[src/rtl/aes_round_sequencer.sv]
// Precharge/evaluate round sequencer for a dual-rail AES-256 datapath: round 0 plus NR full rounds.
// Define SPACER_CHECK_EN to build the sticky rail-protocol checker driving err_o.
module aes_round_sequencer #(
   parameter int N        = 128,
   parameter int NR       = 14,
   parameter int PRE_CYC  = 1,
   parameter int EVAL_CYC = 1
) (
   input  logic         clk,
   input  logic         rst,
   input  logic         start_i,
   output logic         ready_o,
   output logic         busy_o,
   output logic         precharge_o,
   output logic         eval_o,
   output logic [3:0]   round_o,
   output logic [3:0]   key_sel_o,
   output logic         sel_init_o,
   output logic         last_round_o,
   output logic         state_we_o,
   output logic         done_o,
   input  logic [N-1:0] dr_t_i,
   input  logic [N-1:0] dr_f_i,
   output logic         err_o
);

   localparam int MAX_CYC = (PRE_CYC > EVAL_CYC) ? PRE_CYC : EVAL_CYC;
   localparam int PW      = $clog2(MAX_CYC) + 1;
   localparam logic [PW-1:0] PRE_LAST   = PW'(PRE_CYC - 1);
   localparam logic [PW-1:0] EVAL_LAST  = PW'(EVAL_CYC - 1);
   localparam logic [3:0]    ROUND_LAST = 4'(NR);

   typedef enum logic [1:0] {
      S_IDLE = 2'd0,
      S_PRE  = 2'd1,
      S_EVAL = 2'd2,
      S_DONE = 2'd3
   } state_t;

   state_t         state_reg, state_next;
   logic [PW-1:0]  phase_reg, phase_next;
   logic [3:0]     round_reg, round_next;

   logic ready_reg, ready_next;
   logic busy_reg, busy_next;
   logic precharge_reg, precharge_next;
   logic eval_reg, eval_next;
   logic sel_init_reg, sel_init_next;
   logic last_round_reg, last_round_next;
   logic state_we_reg, state_we_next;
   logic done_reg, done_next;

   always_comb begin
      state_next = state_reg;
      phase_next = phase_reg;
      round_next = round_reg;
      case (state_reg)
         S_IDLE: begin
            if (start_i) begin
               state_next = S_PRE;
               phase_next = '0;
               round_next = 4'd0;
            end
         end
         S_PRE: begin
            if (phase_reg == PRE_LAST) begin
               state_next = S_EVAL;
               phase_next = '0;
            end else begin
               phase_next = phase_reg + 1'b1;
            end
         end
         S_EVAL: begin
            if (phase_reg == EVAL_LAST) begin
               phase_next = '0;
               if (round_reg == ROUND_LAST) begin
                  state_next = S_DONE;
               end else begin
                  state_next = S_PRE;
                  round_next = round_reg + 4'd1;
               end
            end else begin
               phase_next = phase_reg + 1'b1;
            end
         end
         default: begin
            state_next = S_IDLE;
            phase_next = '0;
            round_next = 4'd0;
         end
      endcase
   end

   // Outputs are decoded from the next-state values and registered, so they
   // line up with the state they describe and have no path from start_i.
   always_comb begin
      ready_next      = (state_next == S_IDLE);
      busy_next       = (state_next != S_IDLE);
      precharge_next  = (state_next != S_EVAL);
      eval_next       = (state_next == S_EVAL);
      state_we_next   = (state_next == S_EVAL) && (phase_next == EVAL_LAST);
      done_next       = (state_next == S_DONE);
      sel_init_next   = busy_next && (round_next == 4'd0);
      last_round_next = busy_next && (round_next == ROUND_LAST);
   end

   always_ff @(posedge clk or posedge rst) begin
      if (rst) begin
         state_reg      <= S_IDLE;
         phase_reg      <= '0;
         round_reg      <= 4'd0;
         ready_reg      <= 1'b1;
         busy_reg       <= 1'b0;
         precharge_reg  <= 1'b1;
         eval_reg       <= 1'b0;
         sel_init_reg   <= 1'b0;
         last_round_reg <= 1'b0;
         state_we_reg   <= 1'b0;
         done_reg       <= 1'b0;
      end else begin
         state_reg      <= state_next;
         phase_reg      <= phase_next;
         round_reg      <= round_next;
         ready_reg      <= ready_next;
         busy_reg       <= busy_next;
         precharge_reg  <= precharge_next;
         eval_reg       <= eval_next;
         sel_init_reg   <= sel_init_next;
         last_round_reg <= last_round_next;
         state_we_reg   <= state_we_next;
         done_reg       <= done_next;
      end
   end

   assign ready_o      = ready_reg;
   assign busy_o       = busy_reg;
   assign precharge_o  = precharge_reg;
   assign eval_o       = eval_reg;
   assign round_o      = round_reg;
   assign key_sel_o    = round_reg;
   assign sel_init_o   = sel_init_reg;
   assign last_round_o = last_round_reg;
   assign state_we_o   = state_we_reg;
   assign done_o       = done_reg;

`ifdef SPACER_CHECK_EN
   logic err_reg;
   logic pre_last_cyc;
   logic eval_last_cyc;
   logic spacer_bad;
   logic codeword_bad;

   // The rails are judged at the end of each phase, once they have settled.
   assign pre_last_cyc  = (state_reg == S_PRE)  && (phase_reg == PRE_LAST);
   assign eval_last_cyc = (state_reg == S_EVAL) && (phase_reg == EVAL_LAST);
   assign spacer_bad    = |(dr_t_i | dr_f_i);
   assign codeword_bad  = (|(dr_t_i & dr_f_i)) || (|(~(dr_t_i | dr_f_i)));

   always_ff @(posedge clk or posedge rst) begin
      if (rst) begin
         err_reg <= 1'b0;
      end else if ((pre_last_cyc && spacer_bad) || (eval_last_cyc && codeword_bad)) begin
         err_reg <= 1'b1;
      end
   end

   assign err_o = err_reg;
`else
   logic unused_rails;
   assign unused_rails = ^{dr_t_i, dr_f_i};
   assign err_o        = 1'b0;
`endif

endmodule

[config.mk]
export PLATFORM = sky130hd
export DESIGN_NAME = aes_round_sequencer
export DESIGN_NICKNAME = d
export VERILOG_FILES = /design/src/rtl/aes_round_sequencer.sv
export SDC_FILE = /design/constraint.sdc
export NUM_CORES = 1
export LEC_CHECK = 0
export ABC_AREA = 1
export CAP_MARGIN = 40
export CORE_AREA = 8 8 101 103
export CTS_CLUSTER_SIZE = 8
export DETAILED_ROUTE_END_ITERATION = 8
export DIE_AREA = 0 0 109 111
export HOLD_SLACK_MARGIN = 0.03
export PLACE_DENSITY_LB_ADDON = 0.1
export SYNTH_ARGS = -nofsm -noshare
export SYNTH_HDL_FRONTEND = slang
export SYNTH_SLANG_ARGS = --single-unit
export TNS_END_PERCENT = 1
[constraint.sdc]
create_clock -name clk -period 1.8 [get_ports clk]
set_input_delay 0.18 -clock clk [delete_from_list [all_inputs] [get_ports clk]]
set_output_delay 0.18 -clock clk [all_outputs]
set_load 0.02 [all_outputs]
==> results of run 1 <==
[worst max path at each step]
stage,to,slack [ns],cells past startpoint,start
2_1_floorplan,sel_init_o,0.36,10,key_sel_o[0]
3_3_place_gp,sel_init_o,0.27,8,key_sel_o[0]
3_5_place_dp,sel_init_o,0.29,8,key_sel_o[0]
4_1_cts,round_o[2],0.11,1,key_sel_o[2]
5_1_grt,round_o[2],0.03,1,key_sel_o[2]
6_report,round_o[1],0.15,1,key_sel_o[1]
[synthesized netlist by cell type (all sizes together)]
cell / count / area (um^2)
o21ai: 1 / 5.00
dfstp: 2 / 52.6
ha: 2 / 25.0
inv: 19 / 71.3
dfrtp: 13 / 325
a21oi: 2 / 13.8
o21a: 1 / 7.51
nand3: 13 / 90.1
nand2: 27 / 116
nand4: 1 / 6.26
nor2: 5 / 26.3
buf: 5 / 37.5
conb: 1 / 3.75
and2: 1 / 6.26
[per-layer routing]
layer  up-vias  share of wire  wire length, um  track usage
met5         -              0                0            0
met1       283           0.44              955       0.0433
li1        308              -                -            -
met4         0              0                0      0.00822
met2        14           0.48             1060       0.0635
met3         0          0.079              174       0.0244
[cells by family (layout without fill, tap and decap cells)]
| logic type | Yosys count | after routing | synth area share |
|---|---|---|---|
| DFF | 15 | 15 | 0.480 |
| AOI/OAI and AO/OA | 4 | 4 | 0.0334 |
| adders and majority gates | 2 | 2 | 0.0318 |
| and+or+nand+nor | 47 | 47 | 0.312 |
| buffers and inverters | 24 | 41 | 0.138 |
| other | 1 | 1 | 0.00476 |
[cell usage in the layout (no fill, tap or decap), drive strengths merged]
master,count
conb,1
inv,19
nor2,5
nand2,27
clkinv,1
nand3,13
ha,2
clkbuf,3
nand4,1
a21oi,2
o21a,1
clkdlybuf4s50,18
dfrtp,13
o21ai,1
dfstp,2
and2,1
[metrics by stage]
| stage | setup WS (ns) | util | cells | power, mW |
|---|---|---|---|---|
| 2_1_floorplan | 0.360 | - | 93 | 1.17 |
| 3_3_place_gp | 0.266 | 0.125 | 214 | 1.55 |
| 3_5_place_dp | 0.287 | 0.125 | 214 | 1.53 |
| 4_1_cts | 0.107 | 0.130 | 218 | 1.83 |
| 5_1_grt | 0.0280 | 0.130 | 218 | 1.95 |
| 6_report | 0.153 | 0.130 | 218 | 1.78 |
[worst reg2reg max path, stage by stage, from the launching register on]
cell and delay, ns:
dfrtp_1 0.49, inv_1 0.12, ha_1 0.22, nand3_2 0.08, nand2_1 0.07, nand2_2 0.10, nand3_1 0.10, and2_1 0.17
nor2_2 0.10
[final cells by class]
cell class,count,share of cell area
Tap cell,108,0.122
Timing Repair Buffer,18,0.162
Inverter,19,0.0642
Clock buffer,3,0.0372
Multi-Input combinational cell,54,0.270
Clock inverter,1,0.00450
Sequential cell,15,0.340
[report_power, final]
part | total, mW | internal (mW) | leakage (nW) | switching (mW)
Combinational | 0.906 | 0.366 | 0.306 | 0.540
Sequential | 0.595 | 0.475 | 0.190 | 0.120
Clock | 0.276 | 0.153 | 0.0255 | 0.123
==> qor.txt, run 1 <==
Worst path cell trace: clkdlybuf4s50_1
Post-synthesis sequential area ratio: 0.480
Fill cell count: 967
Routed Antenna Nets: 0
I/O Buffers: 18
Reg2reg end: sel_init_o
Hold Crit Class: primary input to async pin
Initial antenna violation count: 0
GPL Wtd Cong: 0.735
Vias/cell: 2.78
Post-cts sizing count: 0
Max-slew violations: 0
Register Area: 378 um^2
Rows: 34
Reg2reg start: key_sel_o[0]
Core box area: 8550 um^2
CP Data Arrival Time: 1.47 ns
# clock sinks: 15
First-pass GRT wire length: 3.67 mm
I/O Pins: 276
CP Buf/Inv Count: 1
Die Width: 109 um
Highest clock rate: 0.607 GHz
Post-DP Area: 1060 um^2
Total negative slack: 0 ns
Synth Instances: 93
Die area: 12100 um^2
CP Launch Type: flop
Clock-pin slew on the worst setup and hold paths: 0.06 ns
Cell Area, Synth: 787 um^2
Post-Route WL: 2.19 mm
Outcome: finished, final reports clean
Layout cell share with drive strength beyond 1: 0.245
Syn avg cell area: 8.46 um^2
CP max FO: 8
Die Span Y: 111 um
CTS tree: yes
Number of flip-flops in the largest register: 4
CTS H-tree lvls: 1
Final instance area: 1110 um^2
Fin crit period: 1.65 ns
Max clock buf depth: 2
Area occupied by multi-input gates: 300 um^2
Clk root buf: clkbuf_8
Syn_nets: 354
Tightest Pin Transition: 0.603 ns
Synth cell types: 19
Slew Limit Headroom: 0.598
GRT Util Overall: 0.0397
Final hold vios: 0
MaxCap Viol Count: 0
Power per cell area: 1600 nW/um^2
P_leak: 0.522 nW
HPWL after detailed placement: 1.73 mm
Layout area overhead: 41.2%
Worst ir drop on vdd: 696 uV
Crit path kind: flop to output port
Largest net degree at the start of global routing: 16
Starting density of the core: 0.0920
Setup violations, final: 0
CP max stage cell: clkdlybuf4s50_1
Final hold slack: 0.298 ns
CTS Buf Count: 3
Initial drt markers: 23
Clock Latency Late Sink: 0.25 ns
Flops & latches, synth: 15
Post-CTS Hold Buffers: 0
Nets: 372
Ant. Diodes: 0
Routed via count: 605
Max stage delay on crit path: 0.69 ns
Top cell family by delay on the critical path: buffers and inverters
Drt wl/cell: 10.1 um
Final Cycle Share: 0.915
Synthesis Warnings: 0
Cells on worst reg2reg path: 8
CP Capture Type: output port
DRC violations left: 0
GRT overflow: 0
Number of global-route vias before repair: 708
Worst Skew: 0.00370 ns
RSZ-0062 raised after global routing: false
Critical path required time: 1.62 ns
Pre-Repair DR Iteration Count: 2
R2r setup slk: 0.29 ns
Post-CTS setup buffers: 0
Power figures use the tool's default switching activity.
==> run 2, diff against run 1 <==
- CORE_AREA: 8 8 101 103 -> 8 8 102 104
- CTS_CLUSTER_DIAMETER: default -> 120
- DIE_AREA: 0 0 109 111 -> 0 0 110 112
- clock period: 1.8 -> 1.4 ns (I/O delays scaled with it)
==> run 2 against run 1 <==
  * Non-clock buffer count increased by 7
  * Register-to-register slack got worse by 0.28 ns
  * Final cell count increased by 4.6%
  * Hold slack got worse by 0.19 ns
  * Wire length increased by 5.5%
  * Count of clock-buffer cells in the layout unchanged
  * Clock skew increased by 0.0012 ns
  * Worst setup slack got worse by 0.14 ns
  * Total power increased by 36%
  * Critical path depth increased by 8
  * Largest cell class unchanged
  * Final area increased by 7.4%
  * Clock power increased by 27%
==> qor.txt, run 2 (synthesis results as in run 1) <==
Number of global-route vias before repair: 727
Reg2reg start: key_sel_o[0]
Ant. Diodes: 0
P_sw: 1.07 mW
Dpl cells: 224
Post-Route WL: 2.31 mm
RSZ-0062 raised after global routing: true
CP Capture Type: flop
Max-slew violations: 0
HPWL after detailed placement: 1.84 mm
Power per cell area: 2020 nW/um^2
Core box area: 8890 um^2
CP max stage cell: dfrtp_2
Clock-pin slew on the worst setup and hold paths: 0.07 ns
I/O Buffers: 18
CTS tree: yes
CP most frequent cell: nand2_1
Die Width: 110 um
Vias/cell: 2.83
Largest net degree at the start of global routing: 12
Clock Latency Late Sink: 0.25 ns
CTS Buf Count: 3
Max clock buf depth: 2
Starting density of the core: 0.0885
GRT overflow: 0
Post-CTS Hold Buffers: 0
Clk root buf: clkbuf_8
CTS H-tree lvls: 1
Routed Antenna Nets: 0
Worst Skew: 0.00485 ns
DRC violations left: 0
I/O Pins: 276
Nets: 379
Max stage delay on crit path: 0.45 ns
Final instance area: 1190 um^2
Fin crit period: 1.39 ns
Setup violations, final: 0
Number of flip-flops in the largest register: 4
CP max FO: 5
Clock power share: 0.146
Worst path cell trace: ha_1 -> inv_1 -> nand2_1 -> nand2_1 -> nand3_1 -> a21oi_4 -> inv_2 -> nand2_1 -> nor2_2
Worst setup startpoint: key_sel_o[0]
P_leak: 0.601 nW
Non-Filler Instances: 228
Final hold slack: 0.105 ns
Highest clock rate: 0.719 GHz
GPL Wtd Cong: 0.691
Worst ir drop on vdd: 627 uV
Final WS setup: 0.00903 ns
CP Data Arrival Time: 1.53 ns
Pre-Repair DR Iteration Count: 4
Reg power frac: 0.316
# clock sinks: 15
Layout cell share with drive strength beyond 1: 0.350
Core Util, Final: 0.134
Top cell family by delay on the critical path: flip-flops
Drt wl/cell: 10.1 um
Most frequent cells in the layout: nand2_1 (19), inv_1 (12), dfrtp_1 (10)
CP Launch Type: flop
CP Buf/Inv Count: 2
Outcome: finished, final reports clean
Initial drt markers: 28
Most common cell after layout, fill and taps aside: nand2_1
Initial antenna violation count: 0
Hold Crit Class: primary input to async pin
Crit path kind: flop to flop
Final Cycle Share: 0.994
First-pass GRT wire length: 3.74 mm
Post-DP Area: 1130 um^2
Logic pwr share: 0.538
Critical path required time: 1.54 ns
Die area: 12300 um^2
GRT Util Overall: 0.0396
Power Total: 2.41 mW
Switching share of total power: 0.444
Total negative slack: 0 ns
Layout area overhead: 51.7%
Pre-CTS setup slack: -0.0309 ns
Rows: 35
Die Span Y: 112 um
P_int: 1.34 mW
Final hold vios: 0
MaxCap Viol Count: 0
Routed via count: 646
[run 2: cell types whose count changed in the layout (fill, tap and decap cells not counted), moves of 2 or more]
cell,change
clkdlybuf4s50_1,-10
dlygate4sd2_1,+8
buf_4,+7
dfrtp_1,-3
dfrtp_2,+3
nand2_1,-2
nand2_2,+2
[run 2: power groups by stage]
stage | clock network, mW | logic [mW] | registers (mW)
after floorplan | 0 | 0.606 | 0.898
after global placement | 0 | 1.33 | 0.774
after detailed placement | 0 | 1.31 | 0.771
after CTS | 0.373 | 1.27 | 0.770
after global routing | 0.388 | 1.43 | 0.786
final | 0.351 | 1.30 | 0.763
[run 2: worst reg2reg max path, stage by stage (launching register included)]
cell	delay (ns)
dfrtp_2	0.45
ha_1	0.23
inv_1	0.05
nand2_1	0.04
nand2_1	0.05
nand3_1	0.10
a21oi_4	0.20
inv_2	0.05
nand2_1	0.07
nor2_2	0.04
[run 2: what timing repair did]
action | CTS | global route
buffers inserted | 0 | 0
pin swaps | 1 | 0
endpoints found under the setup margin | 12 | 8
hold endpoints to repair | 0 | 0
gates resized for setup | 12 | 6
[run 2: layout make-up]
| class | count | area [um^2] |
|---|---|---|
| Multi-Input combinational cell | 54 | 320 |
| Inverter | 19 | 71.3 |
| Tap cell | 111 | 139 |
| Clock buffer | 3 | 41.3 |
| Sequential cell | 15 | 382 |
| Timing Repair Buffer | 25 | 235 |
| Fill cell | 1024 | 7700 |
| Clock inverter | 1 | 5.00 |
[run 2: path summary, 6_finish.rpt]
kind | depth (start not counted) | slack (ns) | endpoint
worst max register to register | 9 | 0.009 | last_round_o
min in group clk | 4 | 0.57 | phase_reg
worst min-delay path | 2 | 0.10 | done_o
max in group asynchronous | 3 | 0.87 | ready_o
worst min register to register | 3 | 0.66 | phase_reg
worst max-delay path | 9 | 0.009 | last_round_o
[run 2: per-layer routing]
| layer | up-vias | wire length (um) | GRT usage |
|---|---|---|---|
| li1 | 324 | - | - |
| met1 | 307 | 1010 | 0.0434 |
| met2 | 15 | 1120 | 0.0652 |
| met3 | 0 | 187 | 0.0248 |
| met4 | 0 | 0 | 0.00270 |
| met5 | - | 0 | 0 |
